File: src/rtl/skeeball_trigger_gen_if.sv
`default_nettype none
// +--------------------------------------------------------------------+
// | Module      : skeeball_trigger_gen_if                              |
// | Description : Bundle between the skeeball game state machine side  |
// |               (master) and the trigger generator (slave).          |
// | Revision    : 1.0 - initial release                                |
// +--------------------------------------------------------------------+
interface skeeball_trigger_gen_if #(
    parameter int BALLS_PER_GAME = 9
);
    logic [1:0]                              state;
    logic                                    start_btn;
    logic                                    ball_sensor;
    logic                                    trigger;
    logic [$clog2(BALLS_PER_GAME+1)-1:0]     balls_left;
    logic                                    hold_active;

    modport master (
        output state, start_btn, ball_sensor,
        input  trigger, balls_left, hold_active
    );

    modport slave (
        input  state, start_btn, ball_sensor,
        output trigger, balls_left, hold_active
    );
endinterface
`default_nettype wire

File: src/rtl/skeeball_trigger_gen.sv
`default_nettype none
// +--------------------------------------------------------------------+
// | Module      : skeeball_trigger_gen                                 |
// | Description : Debounces start button and ball sensor, counts balls |
// |               and times finish/score screens; emits a one-cycle    |
// |               advance pulse to the game state machine.             |
// | Revision    : 1.0 - initial release                                |
// +--------------------------------------------------------------------+
module skeeball_trigger_gen #(
    parameter int DEBOUNCE_CYCLES    = 1_000_000,
    parameter int BALLS_PER_GAME     = 9,
    parameter int FINISH_HOLD_CYCLES = 150_000_000,
    parameter int SCORE_HOLD_CYCLES  = 250_000_000
) (
    input  wire logic             clk,
    input  wire logic             reset,
    skeeball_trigger_gen_if.slave bus
);
    typedef enum logic [1:0] {
        ST_MENU   = 2'b00,
        ST_PLAY   = 2'b01,
        ST_FINISH = 2'b10,
        ST_SCORE  = 2'b11
    } game_state_t;

    localparam int c_BW       = $clog2(BALLS_PER_GAME + 1);
    localparam int c_DW       = (DEBOUNCE_CYCLES > 1) ? $clog2(DEBOUNCE_CYCLES) : 1;
    localparam int c_HOLD_MAX = (FINISH_HOLD_CYCLES > SCORE_HOLD_CYCLES) ?
                                FINISH_HOLD_CYCLES : SCORE_HOLD_CYCLES;
    localparam int c_TW       = (c_HOLD_MAX > 1) ? $clog2(c_HOLD_MAX) : 1;

    localparam logic [c_BW-1:0] c_BALLS    = c_BW'(BALLS_PER_GAME);
    localparam logic [c_BW-1:0] c_ONE_BALL = c_BW'(1);
    localparam logic [c_DW-1:0] c_DB_LAST  = c_DW'(DEBOUNCE_CYCLES - 1);
    localparam logic [c_TW-1:0] c_FIN_LAST = c_TW'(FINISH_HOLD_CYCLES - 1);
    localparam logic [c_TW-1:0] c_SC_LAST  = c_TW'(SCORE_HOLD_CYCLES - 1);

    // Channel 0 = start button, channel 1 = ball sensor
    logic [1:0]      w_raw;
    logic [1:0]      w_evt;
    logic            w_start_evt;
    logic            w_ball_evt;
    logic            w_entry;
    logic            w_cause;

    game_state_t     r_state_q;
    logic            r_trig;
    logic            r_fired;
    logic            r_hold;
    logic [c_BW-1:0] r_balls;
    logic [c_TW-1:0] r_timer;

    assign w_raw       = {bus.ball_sensor, bus.start_btn};
    assign w_start_evt = w_evt[0];
    assign w_ball_evt  = w_evt[1];

    for (genvar g = 0; g < 2; g++) begin : g_debounce
        logic [1:0]      r_sync;
        logic            r_deb;
        logic            r_deb_d;
        logic            r_evt;
        logic [c_DW-1:0] r_cnt;

        // Two-flop synchroniser, then flip the debounced level only after
        // DEBOUNCE_CYCLES consecutive disagreeing samples; emit rising events
        always_ff @(posedge clk) begin
            if (reset) begin
                r_sync  <= 2'b00;
                r_deb   <= 1'b0;
                r_deb_d <= 1'b0;
                r_evt   <= 1'b0;
                r_cnt   <= '0;
            end else begin
                r_sync  <= {r_sync[0], w_raw[g]};
                r_deb_d <= r_deb;
                r_evt   <= r_deb & ~r_deb_d;
                if (r_sync[1] != r_deb) begin
                    if (r_cnt == c_DB_LAST) begin
                        r_deb <= r_sync[1];
                        r_cnt <= '0;
                    end else begin
                        r_cnt <= r_cnt + c_DW'(1);
                    end
                end else begin
                    r_cnt <= '0;
                end
            end
        end

        assign w_evt[g] = r_evt;
    end

    assign w_entry = (bus.state != r_state_q);

    // Decide whether the current (settled) state has a reason to advance
    always_comb begin
        w_cause = 1'b0;
        case (r_state_q)
            ST_MENU:   w_cause = w_start_evt;
            ST_PLAY:   w_cause = w_ball_evt && (r_balls == c_ONE_BALL);
            ST_FINISH: w_cause = (r_timer == c_FIN_LAST);
            ST_SCORE:  w_cause = (r_timer == c_SC_LAST) || w_start_evt;
            default:   w_cause = 1'b0;
        endcase
    end

    // Track the game state, run ball count / hold timer, and issue at most
    // one trigger per visit to a state (re-armed only by a state change)
    always_ff @(posedge clk) begin
        if (reset) begin
            r_state_q <= game_state_t'(bus.state);
            r_trig    <= 1'b0;
            r_fired   <= 1'b0;
            r_hold    <= 1'b0;
            r_balls   <= c_BALLS;
            r_timer   <= '0;
        end else begin
            r_hold <= bus.state[1];
            r_trig <= 1'b0;
            if (w_entry) begin
                r_state_q <= game_state_t'(bus.state);
                r_fired   <= 1'b0;
                r_balls   <= c_BALLS;
                r_timer   <= '0;
            end else begin
                case (r_state_q)
                    ST_MENU: r_balls <= c_BALLS;
                    ST_PLAY: begin
                        if (w_ball_evt && (r_balls != '0))
                            r_balls <= r_balls - c_ONE_BALL;
                    end
                    ST_FINISH: begin
                        if (r_timer != c_FIN_LAST)
                            r_timer <= r_timer + c_TW'(1);
                    end
                    ST_SCORE: begin
                        if (r_timer != c_SC_LAST)
                            r_timer <= r_timer + c_TW'(1);
                    end
                    default: r_balls <= r_balls;
                endcase
                if (w_cause && !r_fired && !r_trig) begin
                    r_trig  <= 1'b1;
                    r_fired <= 1'b1;
                end
            end
        end
    end

    assign bus.trigger     = r_trig;
    assign bus.balls_left  = r_balls;
    assign bus.hold_active = r_hold;

endmodule
`default_nettype wire
File: src/flat_wrapper.sv
// flat-port wrapper written by rule: the top's interface ports become plain ports
module skeeball_trigger_gen_flat 
#(
    parameter int DEBOUNCE_CYCLES    = 1_000_000,
    parameter int BALLS_PER_GAME     = 9,
    parameter int FINISH_HOLD_CYCLES = 150_000_000,
    parameter int SCORE_HOLD_CYCLES  = 250_000_000
)
  (clk, reset, bus_state, bus_start_btn, bus_ball_sensor, bus_trigger, bus_balls_left, bus_hold_active);
  skeeball_trigger_gen_if #(.BALLS_PER_GAME(BALLS_PER_GAME)) bus_i ();
  input  wire logic clk;
  input  wire logic reset;
  input wire logic [$bits(bus_i.state)-1:0] bus_state;
  input wire logic [$bits(bus_i.start_btn)-1:0] bus_start_btn;
  input wire logic [$bits(bus_i.ball_sensor)-1:0] bus_ball_sensor;
  output wire logic [$bits(bus_i.trigger)-1:0] bus_trigger;
  output wire logic [$bits(bus_i.balls_left)-1:0] bus_balls_left;
  output wire logic [$bits(bus_i.hold_active)-1:0] bus_hold_active;
  assign bus_i.state = bus_state;
  assign bus_i.start_btn = bus_start_btn;
  assign bus_i.ball_sensor = bus_ball_sensor;
  assign bus_trigger = bus_i.trigger;
  assign bus_balls_left = bus_i.balls_left;
  assign bus_hold_active = bus_i.hold_active;
  skeeball_trigger_gen #(.DEBOUNCE_CYCLES(DEBOUNCE_CYCLES), .BALLS_PER_GAME(BALLS_PER_GAME), .FINISH_HOLD_CYCLES(FINISH_HOLD_CYCLES), .SCORE_HOLD_CYCLES(SCORE_HOLD_CYCLES)) u_core (.clk(clk), .reset(reset), .bus(bus_i));
endmodule
File: config.mk
export PLATFORM = sky130hd
export DESIGN_NAME = skeeball_trigger_gen_flat
export DESIGN_NICKNAME = d
export VERILOG_FILES = /design/src/rtl/skeeball_trigger_gen_if.sv /design/src/rtl/skeeball_trigger_gen.sv /design/src/flat_wrapper.sv
export SDC_FILE = /design/constraint.sdc
export NUM_CORES = 1
export LEC_CHECK = 0
export ABC_CLOCK_PERIOD_IN_PS = 7400
export CAP_MARGIN = 20
export CORE_MARGIN = 2
export CORE_UTILIZATION = 55
export CTS_CLUSTER_DIAMETER = 120
export DETAILED_ROUTE_END_ITERATION = 6
export MAX_ROUTING_LAYER = met4
export PLACE_DENSITY = 0.73
export SLEW_MARGIN = 10
export SYNTH_ARGS = -nofsm -noshare
export SYNTH_HDL_FRONTEND = slang
export SYNTH_SLANG_ARGS = --single-unit
File: constraint.sdc
create_clock -name clk -period 7.4 [get_ports clk]
set_input_delay 1.48 -clock clk [delete_from_list [all_inputs] [get_ports clk]]
set_output_delay 1.48 -clock clk [all_outputs]
set_load 0.03 [all_outputs]
* Yosys cells after proc, flatten, opt, wreduce, memory -nomap -nowiden
Cells that the tools add are included.
** Cells by class
- Add/subtract/negate cells :: 4
- $mul :: 0
- Div/mod/pow operators :: 0
- Order comparisons :: 0
- Equal/unequal tests :: 16
- Shifts and indexed selects :: 0
- Multiplexer cells :: 9
- Bitwise logic cells :: 6
- Reductions and logical operators :: 19
** Operator list (count)
- $eq 28x28->1 const B :: 2
- $mux 28 :: 2
- $ne 28x28->1 const B :: 2
- $pmux 28 s2 :: 1
- $add 20x1->20 const B :: 2
- $eq 20x20->1 const B :: 2
- $add 28x1->28 const B :: 1
- $pmux 4 s2 :: 1
- $ne 2x1->1 const B :: 3
- $reduce_and 2->1 :: 3
- $reduce_bool 2->1 :: 3
- $reduce_or 3->1 :: 2
- $eq 2x2->1 const B :: 2
- $eq 4x1->1 const B :: 1
- $logic_and 1x1->1 :: 4
- $mux 2 :: 2
- $mux 4 :: 1
- $not 1->1 :: 4
- $pmux 1 s4 :: 1
- $reduce_bool 4->1 :: 1
- $sub 4x1->4 const B :: 1
- $reduce_and 3->1 :: 1
- $and 1x1->1 :: 2
- $eq 2x1->1 const B :: 1
- other kinds (7) :: 9
** Storage, ports and cells
- Bits in registers :: 87
- Bits in latches :: 0
- RAM bits :: 0
- ROM bits :: 0
- Input bits :: 6
- Logic and storage cells :: 70
- Memories kept :: 0

* Depth between registers and ports, before layout
Gate-level depths: netlist of the first run.
- Depth in word-level cells :: 6
- Gate-level depth with buffers :: 7
- Depth with buffers taken out :: 7

* Least setup slack after synthesis of the first run
OpenSTA, ideal clock, no wires.
- Path kind :: input port to flip-flop
- From :: input bus_state[1]
- To :: register u_core.r_timer[7]
- Setup time :: 0.060 ns
- Data arrival time :: 2.685 ns
- Data required time :: 7.340 ns
- Setup slack :: 4.656 ns
- Stages :: 5
- Path buffers :: 0
- Cell sequence :: xor2_1 nor3_1 inv_1 or4_1 nand2_1
** On the way
- Word-level cells in the longest chain between the ends :: 2
** RTL lines
- from (decl) :: RTL line flat_wrapper.sv:13 : input wire logic [$bits(bus_i.state)-1:0] bus_state;
- $ne 2x2->1 :: RTL line skeeball_trigger_gen.sv:93 : assign w_entry = (bus.state != r_state_q);
- $reduce_or 2->1 (no source line)
- to (signal assigned) :: RTL line skeeball_trigger_gen.sv:134 : r_timer <= r_timer + c_TW'(1);
- to (signal assigned) :: RTL line skeeball_trigger_gen.sv:138 : r_timer <= r_timer + c_TW'(1);
- to (decl) :: RTL line skeeball_trigger_gen.sv:51 : logic [c_TW-1:0] r_timer;
Every way passes these cells.
A chain may end at the register's enable or synchronous reset.

* Final worst setup path of the first run
- From :: input reset
- To :: register u_core.r_timer[7]
** On the way
- Word-level cells in the longest chain between the ends :: 1
** RTL lines
- from (decl) :: RTL line flat_wrapper.sv:12 : input wire logic reset;
- $reduce_or 2->1 (no source line)
Every way passes these cells.

==> flow_summary.ini, run 1 <==
[cells_and_area]
nNetsFinal = 452
layout-drive-gt1-share_pct = 4.04
diodes = 0
final_core_util_pct = 62.2
area_growth_pct = 9.92

[global_route]
met1_usage_pct = 24.7
grt.met3_usage_pct = 5.78
antenna_found_initial = 0
grtUsageMet2_pct = 32.2
grt-busiest-layer = met2
grt_pass1_vias = 2712
grt_overflow = 0
grt_max_degree = 35
grt_pass1_wl_um = 12000
grt_use_total_pct = 20.2

[cts]
h-tree-depth = 3
root_buffer = clkbuf_8
postCtsSetupBuffers = 0
clk_latency_ns = 0.35
cts_tree = built
cts_inserted_buffers = 9
path_clk_slew_ns = 0.08
clockBufferDepth = 2
holdBufCountCts = 0
cts_sinks = 87
cts_resized = 0

[timing]
max_freq_ghz = 0.270
relSlewSlack_pct = 30.8
hold_violations = 0
skew_ns = 0.00601
fin_crit_sh_pct = 50.1
finalCriticalPeriod_ns = 3.71
drv_slew = 0
final.setup.tns_ns = 0
hold_ws_ns = 0.385
rsz0062_at_grt = no
tightest_slew_ns = 1.04
setup_slack_ns = 3.69
setup_viol = 0

[route]
avgRoutedWirePerCell_um = 13.1
dr.pass1.iters = 4
via_per_inst = 5.52
drt_drc_violations_left = 0
vias = 2906
routed_wl_um = 6870
ant_nets = 0
dr.first_iter.drc_count = 107

[synth]
synth_cell_types = 44
syn_area_per_cell_um2 = 8.82
yosys-top-cells-area = dfxtp_1, xor2_1, nor2_1
syn_nets = 444
ys_ff_latch = 87
syn_area_um2 = 3820
synth-main-ff-cell = dfxtp_1
yosysSeqAreaShare_pct = 46.1
synth.most_common_cell = dfxtp_1
synth_top_cell_by_area = dfxtp_1
synth_edf_count = 2
async_reset_ff_share_pct = 0
synth_commonest_cells = dfxtp_1, nor2_1, nand2_1
yosys_warnings = 0
synthCells = 433
synth_top_area_share_pct = 44.5

[critical_path]
cpPeakStageDelay_ns = 0.67
end_kind = flop
path_buf_inv = 2
cpLargestDelayFamily = simple AND/OR/NAND/NOR gates
slowest_stage = or4_1
path_class = in -> reg
critPathMaxFanout = 34
crit_chain = clkdlybuf4s50_1, nor3_1, inv_1, or4_1, nand2_1
worstSetupStartpointType = input port
worstPathRequired_ns = 7.69
worstPathArrival_ns = 4.00

[flow_run]
drv_cap = 0

[floorplanning]
die_y_um = 87.4
dieArea_um2 = 7630
ios = 12
start_util_pct = 56.6
die_x_um = 87.4
coreArea_um2 = 6760
rows = 30

[power_and_ir_drop]
switching_power_uw = 175
power.share.switching_pct = 20.3
seq_power_share_pct = 55.2
p_int_uw = 689
leakagePower_uw = 0.00135
combPwrFrac_pct = 2.2
peakVddDrop_mv = 0.110
clockPowerShare_pct = 42.6
powerDensity_nw_per_um2 = 206

[placed_design]
dp_slack_ns = 3.31
gp_congestion = 0.806
portBuffers = 11
place.detailed.hpwl_um = 4710

[min_path]
hold_class = reg -> reg

[outcome]
outcome = finished clean
==> registers in the layout, summed over array words and instances (netlist names) <==
register	flops
u_core.g_debounce.r_deb	2
u_core.r_fired	1
u_core.g_debounce.r_deb_d	2
u_core.g_debounce.r_cnt	40
u_core.r_timer	28
u_core.g_debounce.r_sync	4
u_core.bus.trigger	1
u_core.r_state_q	2
u_core.bus.hold_active	1
u_core.bus.balls_left	4
u_core.g_debounce.r_evt	2
==> through the flow <==
stage	instance area [um2]	instances	power (uW)
global placement	3970	510	507
floorplan	3820	433	500
finish	4200	526	865
CTS	4200	526	879
global route	4200	526	901
detailed placement	3970	510	507
==> final cells by class <==
type	count	area, um2
sequential	87	1760
inverter	9	33.8
clock buffer	12	155
clock inverter	4	75.1
tap	80	100
timing repair buffer	11	110
multi-input combinational	323	1960
fill	593	2560
==> cells by family after synthesis <==
logic type	after synthesis	synth area share, %
xor gates and xnor gates	56	12.8
adders and majority gates	5	1.64
buffers and inverters	23	2.49
and+or+nand+nor	225	30.4
DFF	87	46.1
muxes	2	0.524
AOI/OAI and AO/OA	35	6.02
==> placed cells by master, fill, tap and decap left out, types with 2 or more instances in the layout <==
master           instances
nor2b_1                 10
xnor2_1                 26
mux2i_1                  2
nor2_1                  68
dfxtp_1                 85
ha_1                     5
nand4b_1                 2
edfxtp_1                 2
and4_1                   6
o21ai_0                  4
a21oi_1                 13
bufinv_16                2
nand3b_1                 2
o21ai_1                  7
inv_1                    9
xor2_1                  30
nor4_1                  11
or4_1                    3
nor4b_1                  3
and2_1                   4
or3_1                   10
o211ai_1                 2
nand3_1                 24
nand4_1                 20
nor3_1                  10
nand2_1                 34
clkbuf_8                11
and3_1                  12
clkdlybuf4s50_1         11
o31ai_1                  2
==> power groups by stage <==
stage          Sequential [uW]  Clock, uW  Combinational (uW)
2_1_floorplan              486          0                14.3
3_3_place_gp               488          0                18.7
3_5_place_dp               488          0                18.9
4_1_cts                    477        382                18.9
5_1_grt                    478        402                21.0
6_report                   477        369                18.7
==> layer usage <==
metal  vias up  wire [um]
li1       1526          -
met1      1341       3390
met2        31       3200
met3         8        199
met4         0         84
met5         -          0
==> final timing paths <==
check | startpoint | end | slack (ns) | cells past startpoint
worst max-delay path | reset | u_core.r_timer[7] | 3.69 | 5
worst min-delay path | u_core.g_debounce[1].r_deb_d | u_core.g_debounce[1].r_evt | 0.39 | 1
worst max register to register | u_core.r_state_q[0] | u_core.r_timer[6] | 4.63 | 5
worst min register to register | u_core.g_debounce[1].r_deb_d | u_core.g_debounce[1].r_evt | 0.39 | 1
(Power assumes the default switching activity.)
==> run 2: changes to the inputs <==
--- a/config.mk
+++ b/config.mk
@@ -5,7 +5,7 @@
 export SDC_FILE = /design/constraint.sdc
 export NUM_CORES = 1
 export LEC_CHECK = 0
-export ABC_CLOCK_PERIOD_IN_PS = 7400
+export ABC_CLOCK_PERIOD_IN_PS = 3500
 export CAP_MARGIN = 20
 export CORE_MARGIN = 2
 export CORE_UTILIZATION = 55
==> constraint.sdc (replaced) <==
create_clock -name clk -period 3.5 [get_ports clk]
set_input_delay 0.7 -clock clk [delete_from_list [all_inputs] [get_ports clk]]
set_output_delay 0.7 -clock clk [all_outputs]
set_load 0.03 [all_outputs]
==> run 2 against run 1 <==
Final area is 0.74% lower. Core utilization is 0.46 points lower. Via count is 1.5% higher. Critical path type is now reg -> reg. Critical endpoint is now u_core.r_timer[2]. Largest cell class unchanged.
==> flow_summary.ini, run 2 (synthesis gave the netlist of run 1 again) <==
[timing]
relSlewSlack_pct = 40.9
drv_slew = 0
setup_viol = 0
max_freq_ghz = 0.370
fin_crit_sh_pct = 77.2
skew_ns = 0.00615
rsz0062_at_grt = no
finalCriticalPeriod_ns = 2.70
hold_violations = 0
tightest_slew_ns = 0.879
final.setup.tns_ns = 0

[route]
vias = 2949
dr.first_iter.drc_count = 112
routed_wl_um = 6940
ant_nets = 0
avgRoutedWirePerCell_um = 13.2
drt_drc_violations_left = 0
via_per_inst = 5.60
dr.pass1.iters = 4

[power_and_ir_drop]
p_int_uw = 1360
powerDensity_nw_per_um2 = 417
seq_power_share_pct = 58.0
power.share.switching_pct = 21.5
combPwrFrac_pct = 2.4
power_uw = 1740
clockPowerShare_pct = 39.6
leakagePower_uw = 0.00133
peakVddDrop_mv = 0.247
switching_power_uw = 373

[critical_path]
path_class = reg -> reg
slowest_stage = a2111oi_4
cpPeakStageDelay_ns = 0.75
cpLargestDelayFamily = compound AO/OA/AOI/OAI gates
critPathMaxFanout = 17
path_buf_inv = 0
crit_chain = or4_1, or4_4, a2111oi_4, o21ai_1, a21oi_1
worstPathArrival_ns = 2.97
worstPathRequired_ns = 3.77
worstSetupStartpointType = flop
end_kind = flop

[global_route]
antenna_found_initial = 0
grtUsageMet2_pct = 31.3
grt_pass1_wl_um = 12100
grt_max_degree = 34
grt-busiest-layer = met2
grt_pass1_vias = 2761
grt_overflow = 0
grt_use_total_pct = 20.1
met1_usage_pct = 26.2
grt.met3_usage_pct = 3.32

[flow_run]
drv_cap = 0

[cts]
cts_resized = 0
clk_latency_ns = 0.34
root_buffer = clkbuf_8
postCtsSetupBuffers = 0
holdBufCountCts = 0
cts_inserted_buffers = 9
path_clk_slew_ns = 0.08
cts_tree = built
h-tree-depth = 3
cts_sinks = 87
clockBufferDepth = 2

[min_path]
hold_class = reg -> reg

[placed_design]
portBuffers = 11
place.detailed.hpwl_um = 4730
dp_cells = 511
gp_congestion = 0.797
postPlaceCellArea_um2 = 3980

[floorplanning]
coreArea_um2 = 6760
ios = 12
dieArea_um2 = 7630
die_x_um = 87.4
die_y_um = 87.4
start_util_pct = 56.6
rows = 30

[cells_and_area]
layoutNonFillerInstCount = 527
final_core_util_pct = 61.7
design_area_um2 = 4170
final_common_cell = dfxtp_1
largest_reg_flops = 40
diodes = 0
largestRegisters = u_core.g_debounce.r_cnt x40, u_core.r_timer x28
layout-drive-gt1-share_pct = 3.80
layout_common_cells = dfxtp_1, nor2_1, nand2_1
regMostFlops = u_core.g_debounce.r_cnt
nNetsFinal = 453
area_growth_pct = 9.10

[outcome]
outcome = finished clean
run 2: final cells by class:
cell class | instances | area (um2)
Sequential cell | 87 | 1760
Inverter | 9 | 33.8
Fill cell | 575 | 2590
Tap cell | 80 | 100
Clock inverter | 3 | 42.5
Timing Repair Buffer | 12 | 118
Multi-Input combinational cell | 323 | 1960
Clock buffer | 13 | 149
run 2: per-layer routing:
layer	vias to the layer above	share of wire (%)
li1	1527	-
met1	1377	51
met2	32	45
met3	13	2.4
met4	0	1.9
met5	-	0
run 2: through the flow:
stage / hold slack [ns] / setup slack (ns)
after floorplan: 0.367 / 1.17
after global placement: 0.371 / 0.852
after detailed placement: 0.377 / 0.800
after CTS: 0.389 / 0.780
after global routing: 0.408 / 0.591
final: 0.386 / 0.798
run 2: worst reg2reg max path, stage by stage, from the launching register on:
cell and delay (ns):
edfxtp_1 0.55, or4_1 0.45, or4_4 0.55, a2111oi_4 0.75
o21ai_1 0.16, a21oi_1 0.17
run 2: worst paths after layout:
path / start / endpoint / slack (ns) / cells after the start
worst max register to register: u_core.r_state_q[0] / u_core.r_timer[2] / 0.80 / 5
worst min register to register: u_core.g_debounce[1].r_deb_d / u_core.g_debounce[1].r_evt / 0.39 / 1
worst max-delay path: u_core.r_state_q[0] / u_core.r_timer[2] / 0.80 / 5
worst min-delay path: u_core.g_debounce[1].r_deb_d / u_core.g_debounce[1].r_evt / 0.39 / 1
run 2: power by group through the flow:
stage                     clock network, uW  logic, uW  registers [uW]
final                                   688       41.1            1010
after global routing                    742       46.8            1010
after CTS                               704       41.9            1010
after detailed placement                  0       41.8            1030
after global placement                    0       41.2            1030
after floorplan                           0       30.2            1030
